===== src/rtl/mix_col_iter.sv =====
// mix_col_iter: iterative AES MixColumns, COL_PER_CYC columns per cycle, valid/ready in and out
//   clk, rst_n (async active-low)
//   in_valid/in_ready/in_data[127:0]/bypass : state intake, w0 in [127:96], r0 at top of each word
//   out_valid/out_ready/out_data[127:0]     : finished state, same packing
module mix_col_iter #(
  parameter int COL_PER_CYC = 1
) (
  input  logic         clk,
  input  logic         rst_n,
  input  logic         in_valid,
  output logic         in_ready,
  input  logic [127:0] in_data,
  input  logic         bypass,
  output logic         out_valid,
  input  logic         out_ready,
  output logic [127:0] out_data
);
  if (COL_PER_CYC != 1 && COL_PER_CYC != 2 && COL_PER_CYC != 4) begin : g_bad_cpc
    $error("mix_col_iter: COL_PER_CYC must be 1, 2 or 4");
  end
  typedef enum logic [1:0] {IDLE, BUSY, DONE} state_t;
  localparam logic [1:0] STEP = 2'(COL_PER_CYC);
  localparam logic [1:0] MSK  = ~2'(COL_PER_CYC - 1);
  localparam logic [1:0] LAST = 2'(4 - COL_PER_CYC);
  state_t       state, state_nxt;
  logic [1:0]   col;
  logic [127:0] st, st_mix;
  logic         byp, armed;
  function automatic logic [7:0] xt(input logic [7:0] b);
    return {b[6:0], 1'b0} ^ (b[7] ? 8'h1b : 8'h00);
  endfunction
  function automatic logic [31:0] mix_word(input logic [31:0] w);
    logic [7:0] a0, a1, a2, a3;
    {a0, a1, a2, a3} = w;
    return {xt(a0) ^ xt(a1) ^ a1 ^ a2 ^ a3,
            a0 ^ xt(a1) ^ xt(a2) ^ a2 ^ a3,
            a0 ^ a1 ^ xt(a2) ^ xt(a3) ^ a3,
            xt(a0) ^ a0 ^ a1 ^ a2 ^ xt(a3)};
  endfunction
  // col is always a multiple of COL_PER_CYC, so the group being processed is
  // every column whose index matches col in the bits above the group size
  always_comb begin
    st_mix = st;
    for (int c = 0; c < 4; c++)
      if ((2'(c) & MSK) == (col & MSK)) st_mix[127-32*c -: 32] = mix_word(st[127-32*c -: 32]);
  end
  always_comb begin
    state_nxt = state;
    in_ready  = armed && state == IDLE;
    out_valid = state == DONE;
    out_data  = st;
    if (state == IDLE && in_valid && in_ready) state_nxt = BUSY;
    else if (state == BUSY && col == LAST) state_nxt = DONE;
    else if (state == DONE && out_ready) state_nxt = IDLE;
  end
  // armed holds in_ready low until the first edge after reset release
  always_ff @(posedge clk or negedge rst_n) begin
    if (!rst_n) begin
      state <= IDLE;
      col   <= '0;
      st    <= '0;
      byp   <= 1'b0;
      armed <= 1'b0;
    end else begin
      armed <= 1'b1;
      state <= state_nxt;
      if (in_valid && in_ready) begin
        st  <= in_data;
        byp <= bypass;
        col <= '0;
      end else if (state == BUSY) begin
        col <= col + STEP;
        if (!byp) st <= st_mix;
      end
    end
  end
endmodule


===== config.mk =====
export PLATFORM = sky130hd
export DESIGN_NAME = mix_col_iter
export DESIGN_NICKNAME = d
export VERILOG_FILES = /design/src/rtl/mix_col_iter.sv
export SDC_FILE = /design/constraint.sdc
export NUM_CORES = 1
export LEC_CHECK = 0
export ABC_AREA = 1
export CORE_MARGIN = 4
export CORE_UTILIZATION = 47
export CTS_CLUSTER_SIZE = 30
export DETAILED_ROUTE_END_ITERATION = 16
export PLACE_DENSITY = 0.73
export SYNTH_ARGS = -nofsm -noshare
export SYNTH_HDL_FRONTEND = slang
export SYNTH_SLANG_ARGS = --single-unit

===== constraint.sdc =====
create_clock -name clk -period 1.8 [get_ports clk]
set_input_delay 0.18 -clock clk [delete_from_list [all_inputs] [get_ports clk]]
set_output_delay 0.18 -clock clk [all_outputs]
set_load 0.01 [all_outputs]

==> summary.txt <==
Timing
  – Period minus WS final: 1.76 ns
  – Final Hold Vio Count: 0
  – RSZ-0062 raised after global routing: no
  – Period utilization: 0.978
  – Least-Margin Pin Slew: 0.602 ns
  – Pins over their slew limit: 0
  – Final setup fails: 0
  – Fmax: 568 MHz
  – Slew HR: 0.598
  – Final Skew: 0.0178 ns

Finish
  – # nets final: 2836
  – Area growth, synth to finish: 27.0%
  – Most common cell after layout, fill and taps aside: nand2_1
  – Share of post-route cells with drive strength above 1: 0.0468
  – Most frequent cells in the layout: nand2_1, inv_1, clkdlybuf4s50_1, nand3_1, dfrtp_1
  – Final std cells w/o fill: 3097

Synthesis
  – Number of enable flip-flop cells after synthesis: 0
  – Syn_area_per_cell: 5.48 um^2
  – Cells after synthesis: 2486
  – Warnings from Yosys: 0
  – Distinct cell type count after synthesis: 29
  – Syn Nets: 2623
  – Ys async rst share: 1.00
  – Post-synth top area share: 0.363
  – Sequential area share after synthesis: 0.246
  – Mapped Area: 13600 um^2
  – Ys flop type: dfrtp_1
  – Largest cells by area after synthesis: nand2_1, dfrtp_1, nand3_1
  – Yosys reg bits: 134
  – Synth area leader: nand2_1

Critical path
  – Crit. End Element: output pin
  – Crit Path Category: flip-flop to output pin
  – R2r setup slk: 0.14 ns
  – CP arrival: 1.58 ns
  – Worst setup path end: out_data[66]
  – CP peak stage delay: 0.61 ns
  – RR Endpoint: out_data[126]
  – Critical Path Start: out_data[66]
  – Crit path cell chain: clkdlybuf4s50_1
  – Reg2Reg Depth: 9
  – CP Depth: 1
  – WP buf/inv: 1
  – CP startpoint kind: flip-flop
  – Top Family by Delay on Critical Path: buffers and inverters
  – Critical path peak fanout: 9
  – WP data required: 1.62 ns
  – CP max-delay cell: clkdlybuf4s50_1
  – Worst R2R Start: state[0]

Floorplanning
  – Ports: 263
  – Core area: 28600 um^2
  – Die X: 178 um
  – Die height: 178 um
  – Initial Utilization: 0.476
  – Die area: 31800 um^2
  – Site Rows: 62

Power
  – Clock power share: 0.507
  – Sw frac: 0.240
  – Combinational share of power: 0.056
  – Power per standard cell area: 398 nW/um^2
  – Design Power: 6890 uW
  – Register share of total power: 0.437
  – Internal Power: 5230 uW
  – Max IR drop VDD: 0.460 mV
  – Leakage power: 0.0106 uW
  – Switch Pwr: 1660 uW

Clocking
  – Clock buffers created by TritonCTS: 17
  – Clk slew on worst S/H paths: 0.07 ns
  – Worst-Skew Late Latency: 0.43 ns
  – CTS max path bufs: 2
  – Clock Sinks: 134
  – CTS tree: yes
  – CTS Root Cell: clkbuf_16
  – H-Tree Depth: 4

Route
  – First drt pass iteration count: 5
  – Wire per inst: 13.5 um
  – Vias per inst: 5.09
  – DRT iter0 DRCs: 1002
  – Vias after detailed routing: 15754
  – Routed Antenna Nets: 0
  – Residual DRC: 0
  – WL final: 41.8 mm

Hold path
  – Hold WC Path Type: input pin to asynchronous set/reset pin

Place
  – Final GP Congestion: 0.931
  – HPWL Detailed: 31.6 mm
  – PortBufs: 262
  – Placed Cells: 3062

GRT
  – First-pass GRT wire length: 69.2 mm
  – Largest net degree at the start of global routing: 47
  – Tot GR Track Use: 0.261
  – Total grt overflow: 0
  – Initial antenna violation count: 0
  – Vias in the first global route: 14721

Job
  – Max Cap Viol: 0

Status
  – Status: complete, no violations
state kept, by name (all words and copies together) (netlist names):
| signal | cells |
|---|---|
| out_data | 128 |
| col | 2 |
| state | 2 |
| armed | 1 |
| byp | 1 |
worst register-to-register path, stage by stage (launching register included):
cell      delay [ns]
dfrtp_1         0.40
inv_2           0.08
nand3_2         0.08
inv_4           0.12
nand2_8         0.14
buf_12          0.21
buf_12          0.16
o21ai_0         0.18
o21bai_1        0.14
nand2_1         0.06
cells by family after synthesis:
| logic type | count (synthesis) | share of synthesized area |
|---|---|---|
| fa+ha+maj | 4 | 0.00367 |
| flops | 134 | 0.246 |
| compound gates | 206 | 0.0789 |
| other cells | 1 | 0.000275 |
| xor+xnor | 100 | 0.0643 |
| simple gates | 1643 | 0.483 |
| buf+inv | 398 | 0.123 |
power by group through the flow:
stage	Combinational, uW	Clock [uW]	Sequential [uW]
floorplan	0.291	0	3070
global placement	389	0	3070
detailed placement	388	0	3070
CTS	392	3570	3010
global route	412	3660	3010
finish	386	3490	3010
synthesized netlist by cell type, drive strengths merged, types with 2 or more instances:
library cell	count
a21o	2
a21oi	32
buf	91
clkbuf	34
clkinv	3
dfrtp	134
ha	4
inv	270
nand2	1322
nand3	241
nand3b	17
nand4	9
nor2	53
o21ai	156
o21bai	15
xnor2	46
xor2	54
worst min-delay path by stage:
stage          depth (start not counted)  start      endpoint
2_1_floorplan                          0  rst_n         armed
3_3_place_gp                           1  rst_n  out_data[35]
3_5_place_dp                           1  rst_n  out_data[35]
4_1_cts                                2  rst_n  out_data[50]
5_1_grt                                2  rst_n  out_data[50]
6_report                               2  rst_n  out_data[43]
layer usage:
metal | global-route usage | wire (um) | vias to the layer above
met2 | 0.448 | 19700 | 494
met4 | 0.0908 | 1140 | 0
li1 | - | - | 8064
met3 | 0.0398 | 2680 | 82
met1 | 0.336 | 18300 | 7114
met5 | 0 | 0 | -
repair_timing:
action,in CTS,in global routing
gates resized for setup,12,19
cloned,0,0
hold endpoints to repair,31,0
buffers inserted,0,1
hold buffers,1,0
endpoints found under the setup margin,12,21
through the flow:
step / utilization / setup slack (ns) / setup TNS (ns) / cell area [um^2] / hold slack, ns
final: 0.604 / 0.0394 / 0 / 17300 / 0.226
after global routing: 0.604 / 0.00310 / 0 / 17300 / 0.252
after CTS: 0.603 / 0.000712 / 0 / 17300 / 0.222
after detailed placement: 0.582 / -0.0284 / -0.0284 / 16700 / 0.112
after global placement: 0.582 / 0.0365 / 0 / 16700 / 0.109
after floorplan: - / 0.427 / 0 / 13600 / -0.116
area by class of cell:
| class | instances | area, um^2 |
|---|---|---|
| Inverter | 273 | 1030 |
| Tap cell | 384 | 480 |
| Clock inverter | 13 | 124 |
| Timing Repair Buffer | 319 | 3230 |
| Multi-Input combinational cell | 1954 | 8600 |
| Antenna cell | 1 | 2.50 |
| Clock buffer | 19 | 443 |
| Fill cell | 2738 | 11300 |
| Sequential cell | 134 | 3390 |
Power figures use the tool's default switching activity.
==> variant 1 (same settings) <==
Re-encode `state_t` (3 states) as one-hot, 3 bits wide.
--- a/src/rtl/mix_col_iter.sv
+++ b/src/rtl/mix_col_iter.sv
@@ -18,7 +18,7 @@
   if (COL_PER_CYC != 1 && COL_PER_CYC != 2 && COL_PER_CYC != 4) begin : g_bad_cpc
     $error("mix_col_iter: COL_PER_CYC must be 1, 2 or 4");
   end
-  typedef enum logic [1:0] {IDLE, BUSY, DONE} state_t;
+  typedef enum logic [2:0] {IDLE = 3'b001, BUSY = 3'b010, DONE = 3'b100} state_t;
   localparam logic [1:0] STEP = 2'(COL_PER_CYC);
   localparam logic [1:0] MSK  = ~2'(COL_PER_CYC - 1);
   localparam logic [1:0] LAST = 2'(4 - COL_PER_CYC);
Function: same outputs for any inputs over 4 cycles, from zero or initial values and one cycle with rst_n low; so few cycles prove little.
==> variant 1 against the unedited design <==
  * Wire length increased by 10%
  * Power increased by 4.6%
  * Die area decreased by 1.3%
  * Worst setup slack got worse by 0.030 ns
  * Area after synthesis decreased by 1.3%
  * Sequential cell count increased by 1
  * Largest cell class unchanged
  * Cell area increased by 6.5%
  * Via count increased by 3.4%
==> variant 1: results (changes against the unedited design) <==
The global-route wire length before repair was 70.23 mm (was 69.25 mm). The share of final-layout standard cells stronger than drive strength 1 is 0.09832 (was 0.04683). The reg-to-reg critical path endpoint is out_data[109] (was out_data[126]). The post-layout net count came out at 2861 (was 2836). The length in cells of the worst reg-to-reg path was 10 (was 9). The initial antenna violation count is 4 (was 0). The last weighted congestion value of the routability-driven placer came to 0.9073 (was 0.9312). The number of global-route vias before repair came out at 14870 (was 14720). Top cells by area in the synthesized netlist: sky130_fd_sc_hd__nand2_1, sky130_fd_sc_hd__dfrtp_1, sky130_fd_sc_hd__nand3_1 (unchanged). The combined global-route utilization of all metal layers came to 0.2670 (was 0.2613).

The biggest cell delay along the critical path is 0.54 ns (was 0.61 ns). The biggest fanout along the worst timing path came out at 8 (was 9). The mean routed wirelength per cell came to 14.81 um (was 13.49 um).

The maximum number of pins on one net before global-route repair came out at 61 (was 47). Most common library cells after synthesis: sky130_fd_sc_hd__nand2_1, sky130_fd_sc_hd__nor2_1, sky130_fd_sc_hd__nand3_1, sky130_fd_sc_hd__inv_1, sky130_fd_sc_hd__dfrtp_1 (was sky130_fd_sc_hd__nand2_1, sky130_fd_sc_hd__inv_1, sky130_fd_sc_hd__nand3_1, sky130_fd_sc_hd__dfrtp_1, sky130_fd_sc_hd__o21ai_1). The leakage power of the design is 0.01057 uW (was 0.01058 uW). The synthesized net count is 2615 (was 2623). The setup slack at placement is -0.05265 ns (was -0.02836 ns).

The worst clock skew came out at 0.01080 ns (was 0.01780 ns). The number of search-and-repair iterations in the first detailed-routing pass came out at 6 (was 5). Run status: completed (unchanged). The count of distinct cell types in the synthesized netlist is 26 (was 29). The total number of vias is 16290 (was 15750). The reg2reg setup slack is 0.009 ns (was 0.14 ns). The iteration-0 DRC count of the detailed router is 1208 (was 1002).

The estimated wirelength of the detail-placed design came out at 31.84 mm (was 31.64 mm).
## variant 1: cell types whose count changed in the layout (fill, tap and decap cells not counted), sizes merged, moves of 16 or more
| cell | delta |
|---|---|
| nand2 | -22 |
| nor2 | +205 |
| inv | -98 |
| buf | +16 |
| clkbuf | +18 |
| o21ai | -86 |
## variant 1: power breakdown
group,switching (uW),total [uW],leakage (uW),internal [uW]
combinational,164,433,0.00908,269
sequential,3.36,3040,0.00120,3030
clock,1490,3730,0.000295,2240
total,1650,7200,0.0106,5550
## variant 1: cell families after synthesis
kind of cell,count (synthesis),share of synthesized area
other cells,1,0.0002790
buf+inv,303,0.09652
compound gates,104,0.03928
xor+xnor,106,0.06906
fa+ha+maj,4,0.003723
simple gates,1825,0.5397
flops,135,0.2514
## variant 1: metrics by stage
stage	utilization	instance area, um2	hold WS (ns)	TNS (ns)	std cells
after floorplan	-	13440	-0.1156	0	2478
after global placement	0.5919	16580	0.1371	0	3050
after detailed placement	0.5919	16580	0.1389	-0.4975	3050
after CTS	0.6225	17440	0.2371	-4.676	3089
after global routing	0.6573	18410	0.2807	-3.612	3115
final	0.6573	18410	0.2396	0	3115
## variant 1: metal layers
metal / global-route usage / vias up / routed length, um / share of wire
met5: 0 / - / 41 / 0.00089
met4: 0.08317 / 6 / 992 / 0.022
met3: 0.04315 / 85 / 3055 / 0.066
met2: 0.4639 / 583 / 22960 / 0.50
met1: 0.3405 / 7517 / 19070 / 0.41
li1: - / 8095 / - / -
## variant 1: final cells by class
class,instances,area (um2)
Antenna cell,1,2.502
Clock buffer,19,452.9
Clock inverter,12,151.4
Fill cell,2536,9599
Inverter,176,678.2
Multi-Input combinational cell,2042,9304
Sequential cell,135,3418
Tap cell,378,473.0
Timing Repair Buffer,352,3931
## variant 1: repair_timing
action                                 in CTS  in global routing
setup buffers                               5                  7
gates resized for setup                    97                158
setup endpoints to repair                  64                147
gates cloned                                2                 19
pin swaps                                  10                 37
hold buffers                                1                  0
endpoints found under the hold margin      35                  0
## variant 1: how the worst max path moves through the flow
stage	from	end	slack [ns]	cells after the start
after global routing	state[0]	out_data[69]	-0.09	10
after global placement	state[0]	in_ready	0.002	6
after detailed placement	state[0]	out_data[62]	-0.05	9
after floorplan	state[0]	out_data[98]	0.19	9
after CTS	state[0]	out_data[93]	-0.12	11
final	state[0]	out_data[109]	0.009	10
==> variant 2 (same settings) <==
Without the edit above. Reset style: synchronous (`rst_n`), changed in one clocked block. Comments in the files are not updated.
--- a/src/rtl/mix_col_iter.sv
+++ b/src/rtl/mix_col_iter.sv
@@ -54,7 +54,7 @@
     else if (state == DONE && out_ready) state_nxt = IDLE;
   end
   // armed holds in_ready low until the first edge after reset release
-  always_ff @(posedge clk or negedge rst_n) begin
+  always_ff @(posedge clk) begin
     if (!rst_n) begin
       state <= IDLE;
       col   <= '0;
Check against the original RTL: differs if rst_n is asserted again (counterexample within 4 cycles, from zero or initial values and one cycle with rst_n low); with rst_n held inactive, the same outputs for 4 cycles.
==> variant 2 against the unedited design <==
  * Worst setup slack worse by 0.0014 ns
  * Clock skew is 0.00055 ns higher
  * Wire length is 5.7% higher
  * Die area is 2.0% lower
  * Area after synthesis is 2.1% lower
  * Cell area hardly changed
  * Sequential cell count stayed put
Power is not compared: it rests on default switching activity, and its combinational part moved more than twofold at a synthesized area within 25%.
==> variant 2: results (changes against the unedited design) <==
The reg-to-reg critical path endpoint was out_data[77] (was out_data[126]). The maximum number of pins on one net before global-route repair was 44 (was 47). The number of global-route vias before repair is 15190 (was 14720). The mean routed wirelength per cell came to 13.92 um (was 13.49 um). The reg2reg setup slack is 0.18 ns (was 0.14 ns). Top cells by area in the synthesized netlist: sky130_fd_sc_hd__nand2_1, sky130_fd_sc_hd__dfxtp_1, sky130_fd_sc_hd__nand3_1 (was sky130_fd_sc_hd__nand2_1, sky130_fd_sc_hd__dfrtp_1, sky130_fd_sc_hd__nand3_1).

The share of final-layout standard cells stronger than drive strength 1 came out at 0.05333 (was 0.04683). Run status: completed (unchanged). The last weighted congestion value of the routability-driven placer was 0.9303 (was 0.9312).

The combined global-route utilization of all metal layers was 0.2738 (was 0.2613). The number of search-and-repair iterations in the first detailed-routing pass was 8 (was 5). The capture point of the worst path is out_data[63] (was out_data[66]). The biggest cell delay along the critical path came out at 0.56 ns (was 0.61 ns). The total number of vias came to 16440 (was 15750). Most common library cells after synthesis: sky130_fd_sc_hd__nand2_1, sky130_fd_sc_hd__inv_1, sky130_fd_sc_hd__nand3_1, sky130_fd_sc_hd__a21oi_1, sky130_fd_sc_hd__dfxtp_1 (was sky130_fd_sc_hd__nand2_1, sky130_fd_sc_hd__inv_1, sky130_fd_sc_hd__nand3_1, sky130_fd_sc_hd__dfrtp_1, sky130_fd_sc_hd__o21ai_1).

The number of fill cells in the layout is 2804 (was 2738). The number of instances in the placed design was 3140 (was 3062). The global-route wire length before repair came out at 71.60 mm (was 69.25 mm). The synthesized net count is 2690 (was 2623).

The source of the worst register-to-register timing path is state[0] (unchanged). The count of distinct cell types in the synthesized netlist was 30 (was 29). The initial antenna violation count came out at 1 (was 0). The setup slack at placement is -0.04788 ns (was -0.02836 ns). The sequential area share after synthesis came out at 0.2011 (was 0.2462). The global-route track usage on met1 came out at 0.3498 (was 0.3362). The post-CTS resize count is 6 (was 12). The final cell count without fillers is 3173 (was 3097). The biggest fanout along the worst timing path was 7 (was 9). The timing startpoint of the critical path is out_data[63] (was out_data[66]). The global-route track usage on met3 came out at 0.04218 (was 0.03985). The class of the most critical hold timing path is in -> reg (was in -> async). The total placed instance area is 16600 um2 (was 16670 um2). The estimated wirelength of the detail-placed design came out at 33.64 mm (was 31.64 mm).
[variant 2: layout make-up]
cell class,count,area (um2),share of cell area
clock buffer,19,442.9,0.02562
timing repair buffer,337,3388,0.1959
antenna,1,2.502,0.0001447
tap,378,473.0,0.02735
multi-input combinational,1974,8865,0.5127
inverter,317,1192,0.06896
clock inverter,13,216.5,0.01252
sequential,134,2711,0.1568
[variant 2: layer usage]
metal | routed length [um] | vias up
met2 | 20750 | 639
met4 | 1182 | 0
met3 | 3161 | 100
li1 | - | 8349
met1 | 19070 | 7349
met5 | 0 | -
[variant 2: cell families after synthesis]
group / count (synthesis) / share of synthesized area
AOI/OAI and AO/OA: 275 / 0.1051
xor gates and xnor gates: 112 / 0.07355
adders and majority gates: 4 / 0.003753
buffers and inverters: 445 / 0.1342
DFF: 134 / 0.2011
and+or+nand+nor: 1583 / 0.4823
[variant 2: power by group]
group / switching, uW / internal [uW] / leakage [uW]
combinational: 3330 / 2440 / 0.00729
sequential: 519 / 3230 / 0.00110
clock: 1560 / 2520 / 0.000323
